## src/rtl/tri_st_or_reduce_pipe_if.sv

```systemverilog
// Bus bundle for tri_st_or_reduce_pipe: active-low data beat in, registered OR flags out.
interface tri_st_or_reduce_pipe_if #(
    parameter int WIDTH = 64,
    parameter int SEG   = 2,
    parameter int SEG_W = 1
);
    logic [0:WIDTH-1] d_b;
    logic             d_vld;
    logic             acc_mode;
    logic             acc_clr;
    logic [0:SEG-1]   or_seg;
    logic             or_any;
    logic [0:SEG_W-1] first_seg;
    logic             out_vld;

    modport master (
        output d_b, d_vld, acc_mode, acc_clr,
        input  or_seg, or_any, first_seg, out_vld
    );

    modport slave (
        input  d_b, d_vld, acc_mode, acc_clr,
        output or_seg, or_any, first_seg, out_vld
    );
endinterface

```

## src/rtl/tri_st_or_reduce_pipe.sv

```systemverilog
// Two-stage OR-reduce of an active-low word into per-segment flags, with sticky
// accumulate, whole-word OR and lowest-active-segment index.
module tri_st_or_reduce_pipe #(
    parameter int WIDTH = 64,
    parameter int SEG   = 2,
    parameter int SEG_W = 1
) (
    input  logic                   nclk,
    input  logic                   rst,
    tri_st_or_reduce_pipe_if.slave bus
);
    localparam int NGRP = WIDTH / 8;
    localparam int GPS  = NGRP / SEG;

    // NAND/NOR/NAND tree: active-low byte in, positive-logic "any bit asserted" out.
    function automatic logic grp_or(input logic [0:7] b);
        logic [0:3] pair_or;
        logic [0:1] quad_nor;
        for (int p = 0; p < 4; p++) begin
            pair_or[p] = ~(b[2*p] & b[2*p+1]);
        end
        quad_nor[0] = ~(pair_or[0] | pair_or[1]);
        quad_nor[1] = ~(pair_or[2] | pair_or[3]);
        return ~(quad_nor[0] & quad_nor[1]);
    endfunction

    function automatic logic [SEG_W-1:0] prio_enc(input logic [0:SEG-1] v);
        logic [SEG_W-1:0] idx;
        idx = '0;
        for (int k = SEG - 1; k >= 0; k--) begin
            if (v[k]) idx = SEG_W'(k);
        end
        return idx;
    endfunction

    logic [0:NGRP-1]  grp_p1_d, grp_p1_q;
    logic             vld_p1_d, vld_p1_q;
    logic [0:SEG-1]   seg_new;
    logic [0:SEG-1]   seg_p2_d, seg_p2_q;
    logic             any_p2_d, any_p2_q;
    logic [SEG_W-1:0] first_p2_d, first_p2_q;
    logic             vld_p2_d, vld_p2_q;

    // ---- stage 1: per-byte group OR, loaded only on a valid beat ----
    always_comb begin
        grp_p1_d = grp_p1_q;
        if (bus.d_vld) begin
            for (int g = 0; g < NGRP; g++) begin
                grp_p1_d[g] = grp_or(bus.d_b[8*g +: 8]);
            end
        end
        vld_p1_d = bus.d_vld;
    end

    // ---- stage 2: segment reduce, accumulate/clear, derived flags ----
    always_comb begin
        for (int k = 0; k < SEG; k++) begin
            seg_new[k] = |grp_p1_q[k*GPS +: GPS];
        end
        seg_p2_d = seg_p2_q;
        // A clear coinciding with a beat still keeps that beat's flags.
        if (bus.acc_clr) begin
            seg_p2_d = vld_p1_q ? seg_new : '0;
        end else if (vld_p1_q) begin
            seg_p2_d = bus.acc_mode ? (seg_p2_q | seg_new) : seg_new;
        end
        any_p2_d   = |seg_p2_d;
        first_p2_d = prio_enc(seg_p2_d);
        vld_p2_d   = vld_p1_q;
    end

    always_ff @(posedge nclk or posedge rst) begin
        if (rst) begin
            grp_p1_q   <= '0;
            vld_p1_q   <= 1'b0;
            seg_p2_q   <= '0;
            any_p2_q   <= 1'b0;
            first_p2_q <= '0;
            vld_p2_q   <= 1'b0;
        end else begin
            grp_p1_q   <= grp_p1_d;
            vld_p1_q   <= vld_p1_d;
            seg_p2_q   <= seg_p2_d;
            any_p2_q   <= any_p2_d;
            first_p2_q <= first_p2_d;
            vld_p2_q   <= vld_p2_d;
        end
    end

    assign bus.or_seg    = seg_p2_q;
    assign bus.or_any    = any_p2_q;
    assign bus.first_seg = first_p2_q;
    assign bus.out_vld   = vld_p2_q;
endmodule

```

## src/flat_wrapper.sv

```systemverilog
// flat-port wrapper written by rule: the top's interface ports become plain ports
module tri_st_or_reduce_pipe_flat 
#(
    parameter int WIDTH = 64,
    parameter int SEG   = 2,
    parameter int SEG_W = 1
)
  (nclk, rst, bus_d_b, bus_d_vld, bus_acc_mode, bus_acc_clr, bus_or_seg, bus_or_any, bus_first_seg, bus_out_vld);
  tri_st_or_reduce_pipe_if #(.WIDTH(WIDTH), .SEG(SEG), .SEG_W(SEG_W)) bus_i ();
  input  logic nclk;
  input  logic rst;
  input wire logic [$bits(bus_i.d_b)-1:0] bus_d_b;
  input wire logic [$bits(bus_i.d_vld)-1:0] bus_d_vld;
  input wire logic [$bits(bus_i.acc_mode)-1:0] bus_acc_mode;
  input wire logic [$bits(bus_i.acc_clr)-1:0] bus_acc_clr;
  output wire logic [$bits(bus_i.or_seg)-1:0] bus_or_seg;
  output wire logic [$bits(bus_i.or_any)-1:0] bus_or_any;
  output wire logic [$bits(bus_i.first_seg)-1:0] bus_first_seg;
  output wire logic [$bits(bus_i.out_vld)-1:0] bus_out_vld;
  assign bus_i.d_b = bus_d_b;
  assign bus_i.d_vld = bus_d_vld;
  assign bus_i.acc_mode = bus_acc_mode;
  assign bus_i.acc_clr = bus_acc_clr;
  assign bus_or_seg = bus_i.or_seg;
  assign bus_or_any = bus_i.or_any;
  assign bus_first_seg = bus_i.first_seg;
  assign bus_out_vld = bus_i.out_vld;
  tri_st_or_reduce_pipe #(.WIDTH(WIDTH), .SEG(SEG), .SEG_W(SEG_W)) u_core (.nclk(nclk), .rst(rst), .bus(bus_i));
endmodule
```

## config.mk

```make
export PLATFORM = sky130hd
export DESIGN_NAME = tri_st_or_reduce_pipe_flat
export DESIGN_NICKNAME = d
export VERILOG_FILES = /design/src/rtl/tri_st_or_reduce_pipe_if.sv /design/src/rtl/tri_st_or_reduce_pipe.sv /design/src/flat_wrapper.sv
export SDC_FILE = /design/constraint.sdc
export NUM_CORES = 1
export LEC_CHECK = 0
export ABC_AREA = 0
export CAP_MARGIN = 20
export CORE_MARGIN = 4
export CORE_UTILIZATION = 29
export DETAILED_ROUTE_END_ITERATION = 10
export HOLD_SLACK_MARGIN = 0.1
export PLACE_DENSITY = 0.93
export SYNTH_ARGS = -nofsm -noshare
export SYNTH_HDL_FRONTEND = slang
export SYNTH_SLANG_ARGS = --single-unit
```

## constraint.sdc

```tcl
create_clock -name nclk -period 2.25 [get_ports nclk]
set_clock_uncertainty 0.1 [all_clocks]
set_input_delay 0.3375 -clock nclk [delete_from_list [all_inputs] [get_ports nclk]]
set_output_delay 0.3375 -clock nclk [all_outputs]
set_load 0.01 [all_outputs]
```

* Yosys cells after proc, flatten, opt, wreduce, memory -nomap -nowiden *
Index checks and enable logic that the tools add are counted.

word-level totals
  flip-flop bits (word level) = 14
  output and inout bits = 5

operators by class
  mux-type cells = 6
  bitwise operators = 113
  reductions and logical operators = 3

operators with widths
  kind             count
  $not 1->1        56
  $and 1x1->1      40
  $or 1x1->1       16
  $mux 2           4
  $reduce_or 4->1  2
  $mux 1           2
  $or 2x2->2       1
  $reduce_or 2->1  1

* Logic depth before layout (Yosys ltp) *
Gate-level depths: netlist (run 1).

  word-level depth = 7
  mapped depth = 4
  mapped depth without buffers = 3

* Least setup slack after synthesis (run 1) *
Ideal clock, no wire load.

  path kind = register to register
  start point = reg u_core.vld_p1_q
  end point = reg u_core.first_p2_q, in the netlist u_core.bus.first_seg
  library setup time = 0.078 ns
  arrival time = 1.016 ns
  required time = 2.072 ns
  slack = 1.056 ns
  cell stages (with the launch flop) = 4
  path buffers = 0
  period minus slack after synthesis = 1.194 ns
  cell sequence = dfrtp_1 -> nor2b_4 -> or3b_1 -> a21oi_1

between the ends
  longest elaborated chain between the ends = 4

ends and longest elaborated chain
  element                           RTL line                                                  RTL
  from (decl)                       tri_st_or_reduce_pipe.sv:37                               logic vld_p1_d, vld_p1_q;
  from (signal assigned)            tri_st_or_reduce_pipe.sv:82                               vld_p1_q <= vld_p1_d;
  $mux 2, on equally long branches  tri_st_or_reduce_pipe.sv:64, tri_st_or_reduce_pipe.sv:63
  $mux 2 (*)                        tri_st_or_reduce_pipe.sv:62                               if (bus.acc_clr) begin
  $mux 1                            tri_st_or_reduce_pipe.sv:31                               if (v[k]) idx = SEG_W'(k);
  $mux 1 (*)                        tri_st_or_reduce_pipe.sv:31
  net u_core.first_p2_d             tri_st_or_reduce_pipe.sv:41                               logic [SEG_W-1:0] first_p2_d, first_p2_q;
  to (signal assigned)              tri_st_or_reduce_pipe.sv:85                               first_p2_q <= first_p2_d;
  to (decl)                         tri_st_or_reduce_pipe.sv:41

The timed path passes the listed nets; every way through them passes the cells marked *.
A chain may end at the register's enable or synchronous reset.

* Worst setup path in the final report (run 1) *
  start point = reg u_core.seg_p2_q, in the netlist u_core.bus.or_seg[1]
  end point = out bus_or_seg[0]

RTL lines
  element                 RTL line                     RTL
  from (decl)             tri_st_or_reduce_pipe.sv:39  logic [0:SEG-1] seg_p2_d, seg_p2_q;
  from (signal assigned)  tri_st_or_reduce_pipe.sv:83  seg_p2_q <= seg_p2_d;
  to (decl)               flat_wrapper.sv:16           output wire logic [$bits(bus_i.or_seg)-1:0] bus_or_seg;

No word-level cell between the ends.

==> impl_results.md, run 1 <==
- Reg-to-reg startpoint: u_core.grp_p1_q[3]$_DFFE_PP0P_
- Worst setup EP type: output port
- H-tree Lvls: 1
- Resize count post-CTS: 0
- Post-Synthesis Cells: 67
- Max-slew violation count: 0
- DRT Pass-1 Iters: 4
- Fillers: 160
- DR iter-0 viols: 4
- Initial antenna violation count: 0
- Max Fclk: 0.614 GHz
- Post-DP HPWL: 2.10 mm
- Clock root cell: clkbuf_4
- Final Util: 70.0%
- Clk buf depth: 2
- Worst skew pair latency: 0.27 ns
- Levels on crit path: 1
- Min Hold Slack: 0.288 ns
- Total congestion overflow: 0
- FP Rows: 16
- Synth-to-Final Area Change: 119%
- Post-synth net total: 136
- Slew @ Worst Pin: 0.549 ns
- Fin. Hold Viols: 0
- Area after DPL: 0.00141 mm²
- IO Count: 74
- Worst reg2reg setup slack: 0.91 ns
- Share of layout cells above drive strength 1: 4.26%
- CP bufs+invs: 1
- Number of buffers added on ports: 73
- Flops & latches, synth: 14
- YS warnings: 0
- Final setup margin: 0.622 ns
- Core Area: 0.00204 mm²
- Critical Path Start: u_core.bus.or_seg[1]$_DFF_PP0_
- Fin cells: 168
- Placed insts: 165
- DRC viols: 0
- Final Cell Area: 0.00143 mm²
- Reg-to-reg endpoint: u_core.bus.first_seg$_DFF_PP0_
- Final Setup Violations: 0
- Starting Density: 31.9%
- Setup slack at placement: 0.613 ns
- Req. time, crit path: 1.81 ns
- Hold crit path type: primary input to async pin
- Largest net degree at the start of global routing: 18
- Setup bufs post-CTS: 0
- Leakage Power: 0.514 nW
- Max transition margin: 63.3%
- Total CTS buffers: 3
- First-pass GRT wire length: 3.79 mm
- Crit path kind: flop to output port
- Routability cong.: 0.722
- Reg area: 350 µm²
- Worst path cell trace: clkdlybuf4s50_1
- Routed wire per std cell: 13.8 µm
- Pwr Total: 0.559 mW
- Tcrit/Tclk final: 72.3%
- RSZ-0062 raised after global routing: false
- CTS sink count: 14
- Worst path arrival time: 1.19 ns
- Synthesized cell area: 652 µm²
- Minimum clock period: 1.63 ns
- ANT cells: 0
- Worst R2R Path Depth: 3
- Worst setup SP type: flop
- Die area: 0.00307 mm²
- Die X-Extent: 55.4 µm
- Routed Antenna Nets: 0
- TritonCTS clock tree: yes
- Commonest non-fill, non-tap cells in the layout: 73 x clkdlybuf4s50_1, 17 x nor2_1, 16 x nand4_1
- Multi-input logic area: 284 µm²
- Die height: 55.4 µm
- Outcome: completed
- Total track usage: 15.5%
- Hold buffer count at cts: 0
- Area leader, netlist: dfrtp_1
- Top cell type's share of synthesized area: 53.7%
- Pwr Density: 391 mW/mm²
- Synth unique cells: 12
- Syn_area_per_cell: 9.73 µm²
- Clock slew at reported path FFs: 0.08 ns
- Drt via density: 4.95
- Crit path largest cell delay: 0.54 ns
- Vias: 831
- CP top delay family: buffers and inverters
- Critical Path Sink: bus_or_seg[0]
- Crit-path max FO: 3
- Cell at the slowest stage of the critical path: clkdlybuf4s50_1
- Seq/Total Area, Yosys: 53.7%
- # nets final: 212
- Most common cell after layout, fill and taps aside: clkdlybuf4s50_1
- Setup TNS after final layout: 0 ns
- Vias in the first global route: 893
- DRT Wirelength: 2.32 mm
- Max VDD drop: 0.000294 V
- Synth top area cells: dfrtp_1 54%, nand4_1 15%, nor2_1 9.8%, a21oi_1 6.9%, o41ai_2 5.0%
- Max_cap viols: 0
-- logic make-up (layout without fill, tap and decap cells) --
logic type / after synthesis / in the layout / share of synthesized area, %
simple gates: 36 / 36 / 29.2
compound gates: 13 / 13 / 14.4
flops: 14 / 14 / 53.7
buf+inv: 4 / 78 / 2.69
-- cell usage after synthesis --
cell      number
a21oi_1        9
buf_2          2
dfrtp_1       14
inv_1          2
nand2_1        1
nand4_1       16
nor2_1        17
nor2b_4        1
o311ai_1       1
o31ai_1        1
o41ai_2        2
or3b_1         1
-- registers in the layout, indices dropped and copies added, names as in the netlist --
name	count
u_core.bus.out_vld	1
u_core.bus.or_any	1
u_core.bus.or_seg	2
u_core.grp_p1_q	8
u_core.bus.first_seg	1
u_core.vld_p1_q	1
-- metal layers --
metal	track usage (%)	vias up	wire, µm
met5	0	-	0
met4	6.25	0	45
met3	5.13	6	235
met2	31.6	51	1280
met1	13.4	371	757
li1	-	403	-
-- where the power goes --
group | internal [mW] | switching, mW | total [mW]
clock network | 0.0620 | 0.0740 | 0.136
logic | 0.121 | 0.0386 | 0.160
registers | 0.259 | 0.00447 | 0.263
total | 0.442 | 0.117 | 0.559
-- worst min path at each step --
stage                               from                        endpoint  depth (start not counted)
4_1_cts                              rst  u_core.grp_p1_q[4]$_DFFE_PP0P_                          2
6_report                             rst  u_core.bus.first_seg$_DFF_PP0_                          2
5_1_grt                              rst  u_core.grp_p1_q[4]$_DFFE_PP0P_                          2
3_3_place_gp   u_core.vld_p1_q$_DFF_PP0_    u_core.bus.out_vld$_DFF_PP0_                          0
2_1_floorplan                        rst  u_core.bus.first_seg$_DFF_PP0_                          1
3_5_place_dp   u_core.vld_p1_q$_DFF_PP0_    u_core.bus.out_vld$_DFF_PP0_                          0
-- layout make-up --
cell class	count	share of cell area, %
inverters	2	0.525
multi-input cells	49	19.9
flip-flops and latches	14	24.5
clock buffers	3	1.58
well taps	27	2.36
repair buffers	73	51.1
Power figures use the tool's default switching activity.
==> run 2: changes to the inputs <==
--- a/config.mk
+++ b/config.mk
@@ -8,10 +8,10 @@
 export ABC_AREA = 0
 export CAP_MARGIN = 20
 export CORE_MARGIN = 4
-export CORE_UTILIZATION = 29
+export CORE_UTILIZATION = 27
 export DETAILED_ROUTE_END_ITERATION = 10
 export HOLD_SLACK_MARGIN = 0.1
-export PLACE_DENSITY = 0.93
+export PLACE_DENSITY = 0.88
 export SYNTH_ARGS = -nofsm -noshare
 export SYNTH_HDL_FRONTEND = slang
 export SYNTH_SLANG_ARGS = --single-unit
==> constraint.sdc (replaced) <==
create_clock -name nclk -period 1.5 [get_ports nclk]
set_clock_uncertainty 0.1 [all_clocks]
set_input_delay 0.225 -clock nclk [delete_from_list [all_inputs] [get_ports nclk]]
set_output_delay 0.225 -clock nclk [all_outputs]
set_load 0.01 [all_outputs]
==> run 2 against run 1 <==
Worst hold slack got worse by 0.12 ns. Non-clock buffer count rose by 1. Clock power rose by 96%. Critical path type unchanged.
==> impl_results.md, run 2 (synthesis gave the netlist of run 1 again) <==
- Synth-to-Final Area Change: 125%
- Cell at the slowest stage of the critical path: clkdlybuf4s50_1
- Starting Density: 28.9% (-3.0 points)
- Levels on crit path: 1 (unchanged)
- Total congestion overflow: 0 (unchanged)
- Routed Antenna Nets: 0 (unchanged)
- Crit path kind: flop to output port
- Clk buf depth: 2 (unchanged)
- Fin. Hold Viols: 0 (unchanged)
- CTS sink count: 14 (unchanged)
- Crit-path max FO: 1 (-2)
- Pwr Density: 617 mW/mm² (+58%)
- FP Rows: 17 (+1)
- Max-slew violation count: 0 (unchanged)
- Tcrit/Tclk final: 97.8%
- Routability cong.: 0.696 (-3.5%)
- IO Count: 74 (unchanged)
- ANT cells: 0 (unchanged)
- Clock slew at reported path FFs: 0.08 ns (about the same)
- Seq pwr share: 43.7% (-3.4 points)
- Combinational Power Share: 26.8% (-1.8 points)
- Max reg flops: 8 (unchanged)
- Worst setup SP type: flop
- Core Area: 0.00225 mm² (+10%)
- Final setup margin: 0.0336 ns (-0.589 ns)
- Worst path cell trace: clkdlybuf4s50_1
- Setup TNS after final layout: 0 ns (unchanged)
- DRT Pass-1 Iters: 4 (unchanged)
- Slew @ Worst Pin: 0.523 ns (-0.0260 ns)
- First-pass GRT wire length: 3.59 mm (-5.1%)
- RSZ-0062 raised after global routing: false
- Crit path largest cell delay: 0.53 ns (about the same)
- H-tree Lvls: 1 (unchanged)
- Most common cell after layout, fill and taps aside: clkdlybuf4s50_1
- Worst path arrival time: 1.14 ns (-0.05 ns)
- Vias in the first global route: 903 (+1.1%)
- Area after DPL: 0.00143 mm² (+1.5%)
- Setup slack at placement: -0.0528 ns (-0.666 ns)
- Post-DP HPWL: 2.06 mm (-2.2%)
- Fillers: 197 (+23%)
- CP top delay family: buffers and inverters
- # nets final: 213 (+0.47%)
- Final Setup Violations: 0 (unchanged)
- Final Util: 65.0% (-4.9 points)
- CP bufs+invs: 1 (unchanged)
- Pint: 0.718 mW (+63%)
- Routed wire per std cell: 13.5 µm (-2.4%)
- Max_cap viols: 0 (unchanged)
- Initial antenna violation count: 0 (unchanged)
- Hold crit path type: primary input to async pin
- Max VDD drop: 0.000401 V (+36%)
- Leakage Power: 0.549 nW (+6.7%)
- Final Cell Area: 0.00147 mm² (+2.6%)
- Die X-Extent: 57.1 µm (+3.1%)
- Minimum clock period: 1.47 ns
- Die height: 57.1 µm (+3.1%)
- Commonest non-fill, non-tap cells in the layout: 69 x clkdlybuf4s50_1, 17 x nor2_1, 16 x nand4_1
- Clock root cell: clkbuf_4
- Number of buffers added on ports: 73 (unchanged)
- DRT Wirelength: 2.31 mm (-0.69%)
- Clock power share: 29.5% (+5.2 points)
- DRC viols: 0 (unchanged)
- Total track usage: 13.8% (-1.8 points)
- Outcome: completed
- Net Sw Power: 0.186 mW (+59%)
- Max Fclk: 0.682 GHz
- Worst setup EP type: output port
- Worst skew pair latency: 0.28 ns (about the same)
- Pwr Total: 0.905 mW (+62%)
- Drt via density: 4.81 (-2.7%)
- Req. time, crit path: 1.17 ns (-0.64 ns)
- Net Sw Frac: 20.6% (-0.38 points)
- Largest net degree at the start of global routing: 18 (unchanged)
- Biggest register: u_core.grp_p1_q
- TritonCTS clock tree: yes
- Share of layout cells above drive strength 1: 5.59% (+1.3 points)
- Die area: 0.00326 mm² (+6.3%)
- Total CTS buffers: 3 (unchanged)
- Vias: 823 (-0.96%)
- Max transition margin: 65.1% (+1.8 points)
- Worst R2R Path Depth: 3 (unchanged)
- DR iter-0 viols: 8 (+4)
[run 2: cell types whose count changed in the layout (fill, tap and decap cells not counted)]
cell             before  now
buf_12                0    1
clkbuf_8              0    1
clkdlybuf4s50_1      73   69
dlygate4sd2_1         0    2
dlymetal6s2s_1        0    2
[run 2: power groups by stage]
stage / clock network (mW) / registers [mW] / logic, mW
finish: 0.267 / 0.395 / 0.242
global route: 0.292 / 0.396 / 0.257
CTS: 0.270 / 0.396 / 0.245
floorplan: 0 / 0.406 / 0.0338
global placement: 0 / 0.402 / 0.238
detailed placement: 0 / 0.403 / 0.247
[run 2: path summary, 6_finish.rpt]
check | slack, ns | to | start
setup / recovery | 0.03 | bus_out_vld | u_core.bus.out_vld$_DFF_PP0_
hold reg to reg | 0.39 | u_core.bus.out_vld$_DFF_PP0_ | u_core.vld_p1_q$_DFF_PP0_
min in group nclk | 0.39 | u_core.bus.out_vld$_DFF_PP0_ | u_core.vld_p1_q$_DFF_PP0_
setup reg to reg | 0.11 | u_core.bus.first_seg$_DFF_PP0_ | u_core.vld_p1_q$_DFF_PP0_
max in group asynchronous | 0.78 | u_core.bus.first_seg$_DFF_PP0_ | rst
hold / removal | 0.17 | u_core.bus.or_any$_DFF_PP0_ | rst
[run 2: metrics by stage]
| step | hold WS, ns | instances |
|---|---|---|
| 6_report | 0.171 | 171 |
| 3_3_place_gp | 0.360 | 167 |
| 5_1_grt | 0.222 | 171 |
| 3_5_place_dp | 0.361 | 167 |
| 2_1_floorplan | 0.0142 | 67 |
| 4_1_cts | 0.190 | 171 |
[run 2: timing repair]
| action | 4_1_cts | 5_1_grt |
|---|---|---|
| setup endpoints to repair | 2 | 2 |
| setup buffers | 0 | 0 |
| resized for setup | 2 | 2 |
| hold buffers | 0 | 0 |
[run 2: layer usage]
layer	global-route usage (%)	part of all wire (%)
met4	5.63	2.2
met2	26.9	53
met3	4.98	11
met1	12.6	33
met5	0	0
[run 2: area by class of cell]
class,instances,area (µm²),area share (%)
tap,28,35.0,2.39
multi-input combinational,49,284,19.4
inverter,2,7.51,0.512
timing repair buffer,74,753,51.4
clock buffer,4,36.3,2.47
sequential,14,350,23.9
